--- src/rtl/tt_chk_sat_cnt.sv ---
// Saturating up-counter with synchronous clear; clear wins over increment.
module tt_chk_sat_cnt #(
  parameter int DATA_W = 5
) (
  input  logic              clk,
  input  logic              rst_n,
  input  logic              clr,
  input  logic              inc,
  output logic [DATA_W-1:0] count
);

  localparam logic [DATA_W-1:0] ONE = 1;

  logic [DATA_W-1:0] r_count;

  function automatic logic [DATA_W-1:0] sat_inc(input logic [DATA_W-1:0] v);
    return (&v) ? v : v + ONE;
  endfunction

  always_ff @(posedge clk or negedge rst_n) begin
    if (!rst_n) begin
      r_count <= '0;
    end else if (clr) begin
      r_count <= '0;
    end else if (inc) begin
      r_count <= sat_inc(r_count);
    end
  end

  assign count = r_count;

endmodule

--- config.mk ---
export PLATFORM = sky130hd
export DESIGN_NAME = tt_chk_sat_cnt
export DESIGN_NICKNAME = d
export VERILOG_FILES = /design/src/rtl/tt_chk_sat_cnt.sv
export SDC_FILE = /design/constraint.sdc
export NUM_CORES = 1
export LEC_CHECK = 0
export CAP_MARGIN = 20
export CELL_PAD_IN_SITES_DETAIL_PLACEMENT = 2
export CELL_PAD_IN_SITES_GLOBAL_PLACEMENT = 2
export CORE_AREA = 4 4 41 43
export DETAILED_ROUTE_END_ITERATION = 10
export DIE_AREA = 0 0 45 47
export PLACE_DENSITY = 0.59
export SLEW_MARGIN = 15
export SYNTH_ARGS = -nofsm -noshare
export SYNTH_HDL_FRONTEND = slang
export SYNTH_SLANG_ARGS = --single-unit
--- constraint.sdc ---
create_clock -name clk -period 4.3 [get_ports clk]
set_clock_uncertainty 0.15 [all_clocks]
set_input_delay 1.29 -clock clk [delete_from_list [all_inputs] [get_ports clk]]
set_output_delay 1.29 -clock clk [all_outputs]
set_load 0.05 [all_outputs]
# After elaboration in Yosys (flattened, before gate mapping)
# Index checks and enable logic that the tools add are counted.
# word_totals
ff_bits	5
input_bits	4
wordCells	9
# op_classes
add_sub_neg	1
n_eq_ne	1
muxes	3
reduce_logical	3
# op_table
cell	n
5-bit 2-to-1 mux	3
5-bit by 1-bit adder with 5-bit output, second input constant	1
5-bit AND reduction	1
2-bit inequality test, second input constant	1
2-bit AND reduction	1
2-bit nonzero test	1

# Depth between registers and ports, before layout
# Gate-level depths: netlist (run 1).
# logic_depth
word_depth	4
mapped_depth	7
ltp_nobuf	6

# Least setup slack after synthesis (run 1)
# No wires, ideal clock.
# synth_path
kind	input port to flip-flop
from	in inc
to	reg r_count[3], in the netlist count[3]
setup_ns	0.077
t_arrival_ns	1.929
required_time_ns	4.073
path_slack_ns	2.144
cell_stages	4
n_path_buf	1
cell_sequence	nand2b_1 clkbuf_2 or3_1 a21oi_1
# synth_between
elab_chain_cells	2
# synth_lines
element	line	rtl
start, declared	8	input logic inc,
2-bit nonzero test (no line)	--	
2-bit AND reduction (no line)	--	
end signal, assigned	26	r_count <= sat_inc(r_count);
end, declared	14	logic [DATA_W-1:0] r_count;
# No other way between the ends.
# A chain may end at the register's enable or synchronous reset.

# Worst setup path after layout (run 1)
# layout_path
from	reg r_count[0], in the netlist count[0]
to	out count[0]
# layout_rtl
element	line	rtl
end, declared	9	output logic [DATA_W-1:0] count
# No word-level cell between the ends.

==> results of run 1 <==
metal layers:
layer | up-vias | global-route usage [%] | wire length [µm]
li1 | 100 | - | -
met1 | 107 | 6.19 | 218
met3 | 0 | 4.60 | 50
met5 | - | 0 | 0
met4 | 0 | 7.02 | 0
met2 | 6 | 12.7 | 345
cell usage after synthesis, drive strengths merged:
| master | count | area [µm²] |
|---|---|---|
| mux2i | 2 | 20.0 |
| clkbuf | 1 | 5.00 |
| nand2b | 1 | 6.26 |
| xor2 | 2 | 17.5 |
| dfrtp | 5 | 125 |
| o21ai | 1 | 5.00 |
| ha | 2 | 25.0 |
| a21oi | 1 | 5.00 |
| nand3b | 1 | 7.51 |
| nor2 | 4 | 15.0 |
| nand3 | 1 | 5.00 |
| and3 | 1 | 6.26 |
| or3 | 1 | 6.26 |
final timing paths:
check	startpoint	endpoint	slack [ns]	depth (start not counted)
setup / recovery	count[0]	count[0]	1.37	1
hold / removal	count[4]	count[4]	0.41	2
setup reg to reg	count[0]	count[3]	2.29	6
hold reg to reg	count[4]	count[4]	0.41	2
max in group asynchronous	rst_n	count[1]	2.68	1
min in group asynchronous	rst_n	count[3]	1.13	1
where the power goes:
group	internal, W	switching [W]
Sequential	0.0000492	0.00000242
Combinational	0.00000836	0.0000131
Clock	0.0000350	0.0000183
cells by family (layout without fill, tap and decap cells):
| logic type | Yosys count | in the layout | synth area share, % |
|---|---|---|---|
| AND/OR/NAND/NOR | 9 | 9 | 18.6 |
| flip-flops | 5 | 5 | 50.3 |
| adder cells (fa/ha/maj) | 2 | 2 | 10.0 |
| AO/OA/AOI/OAI | 2 | 2 | 4.02 |
| XOR/XNOR | 2 | 2 | 7.04 |
| multiplexers | 2 | 2 | 8.04 |
| buffers and inverters | 1 | 12 | 2.01 |
area by class of cell:
cell class	instances	area, µm²	share of cell area [%]
clock buffer	4	26.3	7.12
timing repair buffer	8	80.1	21.7
sequential	5	125	33.9
multi-input combinational	17	119	32.2
tap	15	18.8	5.08
through the flow:
stage | instance area [µm²] | power (W) | hold WS, ns | instances | utilization [%]
floorplan | 249 | 0.0000638 | 0.651 | 23 | -
global placement | 343 | 0.0000728 | 0.401 | 45 | 26.3
detailed placement | 343 | 0.0000741 | 0.412 | 45 | 26.3
CTS | 369 | 0.000130 | 0.422 | 49 | 28.4
global route | 369 | 0.000136 | 0.457 | 49 | 28.4
finish | 369 | 0.000126 | 0.414 | 49 | 28.4
worst register-to-register path, delay by kind of cell, from the launching register on:
| kind | cells | cell delay [ns] |
|---|---|---|
| simple gates | 3 | 0.79 |
| fa+ha+maj | 2 | 0.42 |
| compound gates | 1 | 0.15 |
| flops | 1 | 0.42 |
cell usage in the layout, fill, tap and decap left out:
master / count
a21oi_1: 1
and3_1: 1
clkbuf_1: 1
clkbuf_4: 3
clkdlybuf4s50_1: 8
dfrtp_1: 5
ha_1: 2
mux2i_1: 2
nand2b_1: 1
nand3_1: 1
nand3b_1: 1
nor2_1: 4
o21ai_0: 1
or3_1: 1
xor2_1: 2
==> flow_summary_export.csv, run 1 <==
group,metric,value,unit
status,status,"complete, no violations",
clocking,htree_levels,1,
placement,port_buffers,8,
detailed_routing,ant_nets,0,
hold_path,hold_class,"flop to flop",
clocking,cts-resized-gates,0,
critical_path,cp_top_family,"buffers and inverters",
clocking,cts_setup_buffers,0,
layout,drive_above_1_share,8.82,%
pwr,vdd_drop_max,0.000105,V
yosys,synth_nets,29,
pwr,p_leak,0.174,nW
clocking,cts.sink_count,5,
sta,relSlewSlack,65.2,%
floorplan,core_area,1300,µm²
layout,largest_reg_flops,5,
sta,rsz0062_at_grt,"no",
placement,post-place-ws,1.58,ns
layout,diodes,0,
grt,grt_pass1_wl,1.04,mm
yosys,netlist_area,249,µm²
yosys,syn_area_per_cell,10.8,µm²
clocking,clock_latency,0.24,ns
detailed_routing,wirelength,614,µm
layout,area_growth,48.2,%
critical_path,critPathSlowestCell,"clkdlybuf4s50_1",
sta,report.final.hold_viol_count,0,
sta,final.setup.tns,0,ns
floorplan,initial_core_util,19.1,%
clocking,cts_buffers,3,
detailed_routing,num_vias,213,
grt,grt_pass1_vias,242,
yosys,yosys_warnings,0,
sta,max_freq,341,MHz
grt,grt_max_degree,6,
placement,gp_congestion,0.646,
yosys,synth-seq-area-share,50.3,%
layout,final_nets,41,
sta,setup_violations,0,
critical_path,cp.buffers_inverters,1,
grt,grt_overflow,0,
critical_path,cp_cell_sequence,"clkdlybuf4s50_1",
detailed_routing,wire_per_inst,12.5,µm
sta,final.setup.worst_slack,1.37,ns
clocking,path_clk_slew,0.04,ns
run,drv_cap,0,
floorplan,die_h,47,µm
floorplan,pin_count,9,
yosys,ys_ff_latch,5,
floorplan,rows,13,
sta,final.period_utilization,68.2,%
sta,drv_slew,0,
floorplan,die_area,2120,µm²
clocking,clockRootBuffer,"clkbuf_4",
yosys,ys_types,13,
grt,grt_usage,7.61,%
clocking,cts_max_path_buffers,2,
sta,period_minus_slack,2.93,ns
critical_path,cp-start-kind,"flop",
clocking,cts_tree,"done",
critical_path,crit_arrival,1.49,ns
critical_path,endpoint_kind,"primary output",
detailed_routing,drt-initial-drc-count,3,
detailed_routing,dr.pass1.iters,2,
sta,worst_pin_slew,0.521,ns
critical_path,critPathKind,"flop to primary output",
detailed_routing,vias_per_cell,4.35,
grt,antenna_found_initial,0,
pwr,pwr_density_cell,342,nW/µm²
clocking,cts_hold_buffers,0,
layout,num-fill-cells,160,
detailed_routing,drc,0,
critical_path,required,2.86,ns
critical_path,path_max_fanout,4,
critical_path,cp_slowest_stage_delay,0.85,ns
yosys,postSynthCellCount,23,
floorplan,dieWidth,45,µm
Power figures use the tool's default switching activity.
==> run 2: changes to the inputs <==
==> constraint.sdc (replaced) <==
create_clock -name clk -period 2.7 [get_ports clk]
set_clock_uncertainty 0.15 [all_clocks]
set_input_delay 0.81 -clock clk [delete_from_list [all_inputs] [get_ports clk]]
set_output_delay 0.81 -clock clk [all_outputs]
set_load 0.05 [all_outputs]
==> run 2 against run 1 <==
  * Sequential share of layout area is the same
  * Largest cell class unchanged
  * Clock power increased by 66%
  * Worst hold slack gained 0.0024 ns
  * Critical path depth stayed put
  * Via count up 0.94%
  * First-iteration DRC count shrank 33%
  * Critical path type unchanged
==> flow_summary_export.csv, run 2 (synthesis results as in run 1) <==
group,metric,value,unit
clocking,cts_buffers,3,
hold_path,hold_class,"flop to flop",
placement,port_buffers,8,
clocking,path_clk_slew,0.05,ns
critical_path,cp-start-kind,"flop",
layout,num-fill-cells,165,
clocking,cts_tree,"done",
critical_path,critPathSlowestCell,"clkdlybuf4s50_1",
critical_path,r2r.worst_path.cells,6,
critical_path,critPathKind,"flop to primary output",
floorplan,rows,13,
critical_path,path_max_fanout,4,
status,status,"complete, no violations",
sta,worst_pin_slew,0.518,ns
sta,final.setup.tns,0,ns
grt,grt_pass1_wl,1.01,mm
clocking,cts_setup_buffers,0,
detailed_routing,vias_per_cell,4.39,
detailed_routing,wirelength,601,µm
floorplan,dieWidth,45,µm
clocking,cts.sink_count,5,
pwr,vdd_drop_max,0.000156,V
grt,antenna_found_initial,0,
clocking,cts_hold_buffers,0,
clocking,htree_levels,1,
run,drv_cap,0,
critical_path,cp.buffers_inverters,1,
detailed_routing,drt-initial-drc-count,2,
critical_path,endpoint_kind,"primary output",
floorplan,die_h,47,µm
clocking,clock_latency,0.25,ns
placement,gp_congestion,0.683,
sta,period_minus_slack,2.46,ns
critical_path,required,1.74,ns
sta,drv_slew,0,
placement,dp.cells,45,
critical_path,cp_slowest_stage_delay,0.85,ns
detailed_routing,ant_nets,0,
sta,setup_violations,0,
critical_path,cp_cell_sequence,"clkdlybuf4s50_1",
grt,grt_usage,7.85,%
critical_path,r2r-end,"count[3]",
critical_path,r2r_slack,0.71,ns
floorplan,initial_core_util,19.1,%
layout,diodes,0,
critical_path,startpoint,"count[0]",
clocking,cts_max_path_buffers,2,
sta,relSlewSlack,65.4,%
critical_path,crit_arrival,1.50,ns
clocking,clockRootBuffer,"clkbuf_4",
floorplan,core_area,1300,µm²
clocking,cts-resized-gates,0,
grt,grt_overflow,0,
sta,max_freq,406,MHz
sta,report.final.hold_viol_count,0,
detailed_routing,dr.pass1.iters,2,
pwr,p_leak,0.174,nW
critical_path,cp_top_family,"buffers and inverters",
layout,layout_common_cells,"8 x clkdlybuf4s50_1, 5 x dfrtp_1, 4 x nor2_1",
critical_path,rr_startpoint,"count[0]",
critical_path,cp_num_cells,1,
layout,area_growth,48.2,%
layout,final_nets,41,
layout,drive_above_1_share,8.82,%
floorplan,die_area,2120,µm²
detailed_routing,drc,0,
pwr,pwr_density_cell,553,nW/µm²
grt,grt_max_degree,6,
layout,fin_cells,49,
sta,final.period_utilization,91.2,%
detailed_routing,wire_per_inst,12.3,µm
floorplan,pin_count,9,
sta,rsz0062_at_grt,"no",
grt,grt_pass1_vias,220,
layout,largest_reg_flops,5,
layout,final_common_cell,"clkdlybuf4s50_1",
detailed_routing,num_vias,215,
critical_path,endpoint,"count[0]",
run 2: cell counts in the layout (fill, tap and decap cells not counted):
No cell type changed its count.
run 2: through the flow:
step	worst slack (ns)	instance area [µm²]	power (W)	utilization, %	hold WS (ns)
after floorplan	0.546	249	0.000102	-	0.364
after global placement	0.522	343	0.000116	26.3	0.405
after detailed placement	0.466	343	0.000117	26.3	0.421
after global routing	0.169	369	0.000222	28.4	0.456
after CTS	0.209	369	0.000211	28.4	0.431
final	0.237	369	0.000204	28.4	0.416
run 2: worst min path at each step:
stage | from | endpoint | slack [ns] | cells past startpoint
floorplan | rst_n | count[0] | 0.36 | 0
global placement | count[3] | count[3] | 0.40 | 2
detailed placement | count[4] | count[4] | 0.42 | 2
CTS | count[4] | count[4] | 0.43 | 2
global route | count[3] | count[3] | 0.46 | 2
finish | count[4] | count[4] | 0.42 | 2
run 2: cell type report:
type,instances,area [µm²],share of cell area (%)
sequential,5,125,33.9
clock buffer,4,26.3,7.12
tap,15,18.8,5.08
timing repair buffer,8,80.1,21.7
multi-input combinational,17,119,32.2
run 2: per-layer routing:
| layer | global-route usage (%) | part of all wire [%] | up-vias | wire [µm] |
|---|---|---|---|---|
| met5 | 0 | 0 | - | 0 |
| met4 | 8.77 | 3.7 | 0 | 22 |
| met3 | 4.60 | 7.2 | 2 | 43 |
| met2 | 11.6 | 49 | 8 | 296 |
| met1 | 7.13 | 40 | 104 | 238 |
| li1 | - | - | 101 | - |
run 2: power by group:
group          internal, W  total (W)  switching [W]
registers        0.0000783  0.0000821     0.00000378
logic            0.0000131  0.0000334      0.0000204
clock network    0.0000560  0.0000884      0.0000324
==> run 3: changes to the inputs <==
--- a/config.mk
+++ b/config.mk
@@ -5,12 +5,12 @@
 export SDC_FILE = /design/constraint.sdc
 export NUM_CORES = 1
 export LEC_CHECK = 0
-export CAP_MARGIN = 20
 export CELL_PAD_IN_SITES_DETAIL_PLACEMENT = 2
 export CELL_PAD_IN_SITES_GLOBAL_PLACEMENT = 2
-export CORE_AREA = 4 4 41 43
+export CORE_AREA = 2 2 39 41
+export CTS_BUF_LIST = sky130_fd_sc_hd__clkbuf_8 sky130_fd_sc_hd__clkbuf_16
 export DETAILED_ROUTE_END_ITERATION = 10
-export DIE_AREA = 0 0 45 47
+export DIE_AREA = 0 0 41 43
 export PLACE_DENSITY = 0.59
 export SLEW_MARGIN = 15
 export SYNTH_ARGS = -nofsm -noshare
==> run 3 against run 2 <==
  * Sequential share of layout area down 1.7 points
  * Cell area increased by 5.4%
  * Global-route usage up 2.0 points
  * Largest power group unchanged
==> flow_summary_export.csv, run 3 (synthesis results as in run 1) <==
group,metric,value,unit
grt,antenna_found_initial,0,
pwr,clockPowerShare,54.0,%
critical_path,endpoint_kind,"primary output",
grt,grt_max_degree,6,
layout,final_common_cell,"clkdlybuf4s50_1",
layout,area_growth,56.3,%
layout,largest_reg_flops,5,
clocking,cts_tree,"done",
pwr,pwr_density_cell,648,nW/µm²
hold_path,hold_class,"flop to flop",
pwr,p_int,0.000189,W
sta,drv_slew,0,
layout,num-fill-cells,156,
detailed_routing,num_vias,217,
critical_path,endpoint,"count[0]",
critical_path,r2r_slack,0.72,ns
hold_path,hp-start,"count[4]",
clocking,clockRootBuffer,"clkbuf_8",
detailed_routing,drt-initial-drc-count,0,
critical_path,cp_slowest_stage_delay,0.83,ns
critical_path,startpoint,"count[0]",
sta,report.final.hold_viol_count,0,
layout,layout_common_cells,"8 x clkdlybuf4s50_1, 5 x dfrtp_1, 4 x nor2_1",
floorplan,dieWidth,41,µm
sta,final.setup.worst_slack,0.292,ns
clocking,cts.sink_count,5,
sta,relSlewSlack,66.6,%
critical_path,critPathSlowestCell,"clkdlybuf4s50_1",
critical_path,critPathKind,"flop to primary output",
floorplan,pin_count,9,
layout,drive_above_1_share,8.82,%
critical_path,cp.buffers_inverters,1,
critical_path,rr_startpoint,"count[0]",
grt,grt_pass1_wl,1.08,mm
layout,fin_cells,50,
detailed_routing,ant_nets,0,
floorplan,die_h,43,µm
critical_path,cp_num_cells,1,
sta,final.setup.tns,0,ns
clocking,cts-resized-gates,0,
detailed_routing,wirelength,643,µm
pwr,p_leak,0.186,nW
detailed_routing,dr.pass1.iters,1,
floorplan,initial_core_util,18.0,%
clocking,cts_hold_buffers,0,
critical_path,cp_top_family,"buffers and inverters",
pwr,netSwitchingPower,0.0000629,W
placement,gp_congestion,0.666,
critical_path,crit_arrival,1.45,ns
clocking,htree_levels,1,
pwr,vdd_drop_max,0.000221,V
critical_path,path_max_fanout,4,
layout,final_nets,41,
status,status,"complete, no violations",
clocking,cts_max_path_buffers,2,
sta,max_freq,415,MHz
critical_path,required,1.74,ns
floorplan,core_area,1380,µm²
clocking,clock_latency,0.22,ns
pwr,sequentialPowerShare,32.6,%
detailed_routing,drc,0,
sta,setup_violations,0,
critical_path,cp_cell_sequence,"clkdlybuf4s50_1",
clocking,cts_setup_buffers,0,
placement,post-place-ws,0.463,ns
clocking,cts_buffers,3,
grt,grt_usage,9.90,%
placement,port_buffers,8,
detailed_routing,wire_per_inst,12.9,µm
clocking,path_clk_slew,0.04,ns
floorplan,die_area,1760,µm²
sta,worst_pin_slew,0.499,ns
grt,grt_overflow,0,
layout,diodes,0,
sta,period_minus_slack,2.41,ns
run,drv_cap,0,
detailed_routing,vias_per_cell,4.34,
pwr,p_sw_share,24.9,%
critical_path,r2r.worst_path.cells,6,
critical_path,r2r-end,"count[3]",
sta,final.period_utilization,89.2,%
pwr,pwr-share-comb,13.4,%
floorplan,rows,14,
critical_path,cp-start-kind,"flop",
sta,rsz0062_at_grt,"no",
grt,grt_pass1_vias,237,
sta,holdWs,0.423,ns
placement,dp.cells,46,
[run 3: changes by cell type in the layout (fill, tap and decap cells not counted), sizes merged]
| cell | previous run | this run |
|---|---|---|
| clkbuf | 4 | 3 |
| inv | 0 | 1 |
[run 3: worst min-delay path by stage]
stage               depth (start not counted)  endpoint  slack [ns]
floorplan                                   0  count[0]        0.36
global route                                2  count[4]        0.46
global placement                            2  count[4]        0.40
detailed placement                          2  count[4]        0.42
CTS                                         2  count[4]        0.43
finish                                      2  count[4]        0.42
[run 3: stage by stage]
stage	utilization (%)	total power, W	instance area (µm²)
2_1_floorplan	-	0.000102	249
3_3_place_gp	24.9	0.000116	344
3_5_place_dp	24.9	0.000118	344
4_1_cts	28.1	0.000258	389
5_1_grt	28.1	0.000266	389
6_report	28.1	0.000252	389
[run 3: area by class of cell]
type,count,area [µm²],share of cell area [%]
clock buffers,3,41.3,10.6
clock inverters,1,3.75,0.965
multi-input cells,17,119,30.5
flip-flops and latches,5,125,32.2
well taps,16,20.0,5.14
repair buffers,8,80.1,20.6
[run 3: layer usage]
metal | vias up | track usage (%) | wire (µm)
met3 | 2 | 3.14 | 26
met4 | 0 | 8.00 | 13
met1 | 107 | 11.5 | 269
li1 | 102 | - | -
met2 | 6 | 14.1 | 333
met5 | - | 0 | 0
[run 3: power groups by stage]
| stage | combinational, W | sequential [W] | clock [W] |
|---|---|---|---|
| after floorplan | 0.00000799 | 0.0000935 | 0 |
| after global placement | 0.0000331 | 0.0000829 | 0 |
| after detailed placement | 0.0000348 | 0.0000831 | 0 |
| after CTS | 0.0000350 | 0.0000822 | 0.000141 |
| after global routing | 0.0000366 | 0.0000826 | 0.000147 |
| final | 0.0000338 | 0.0000821 | 0.000136 |
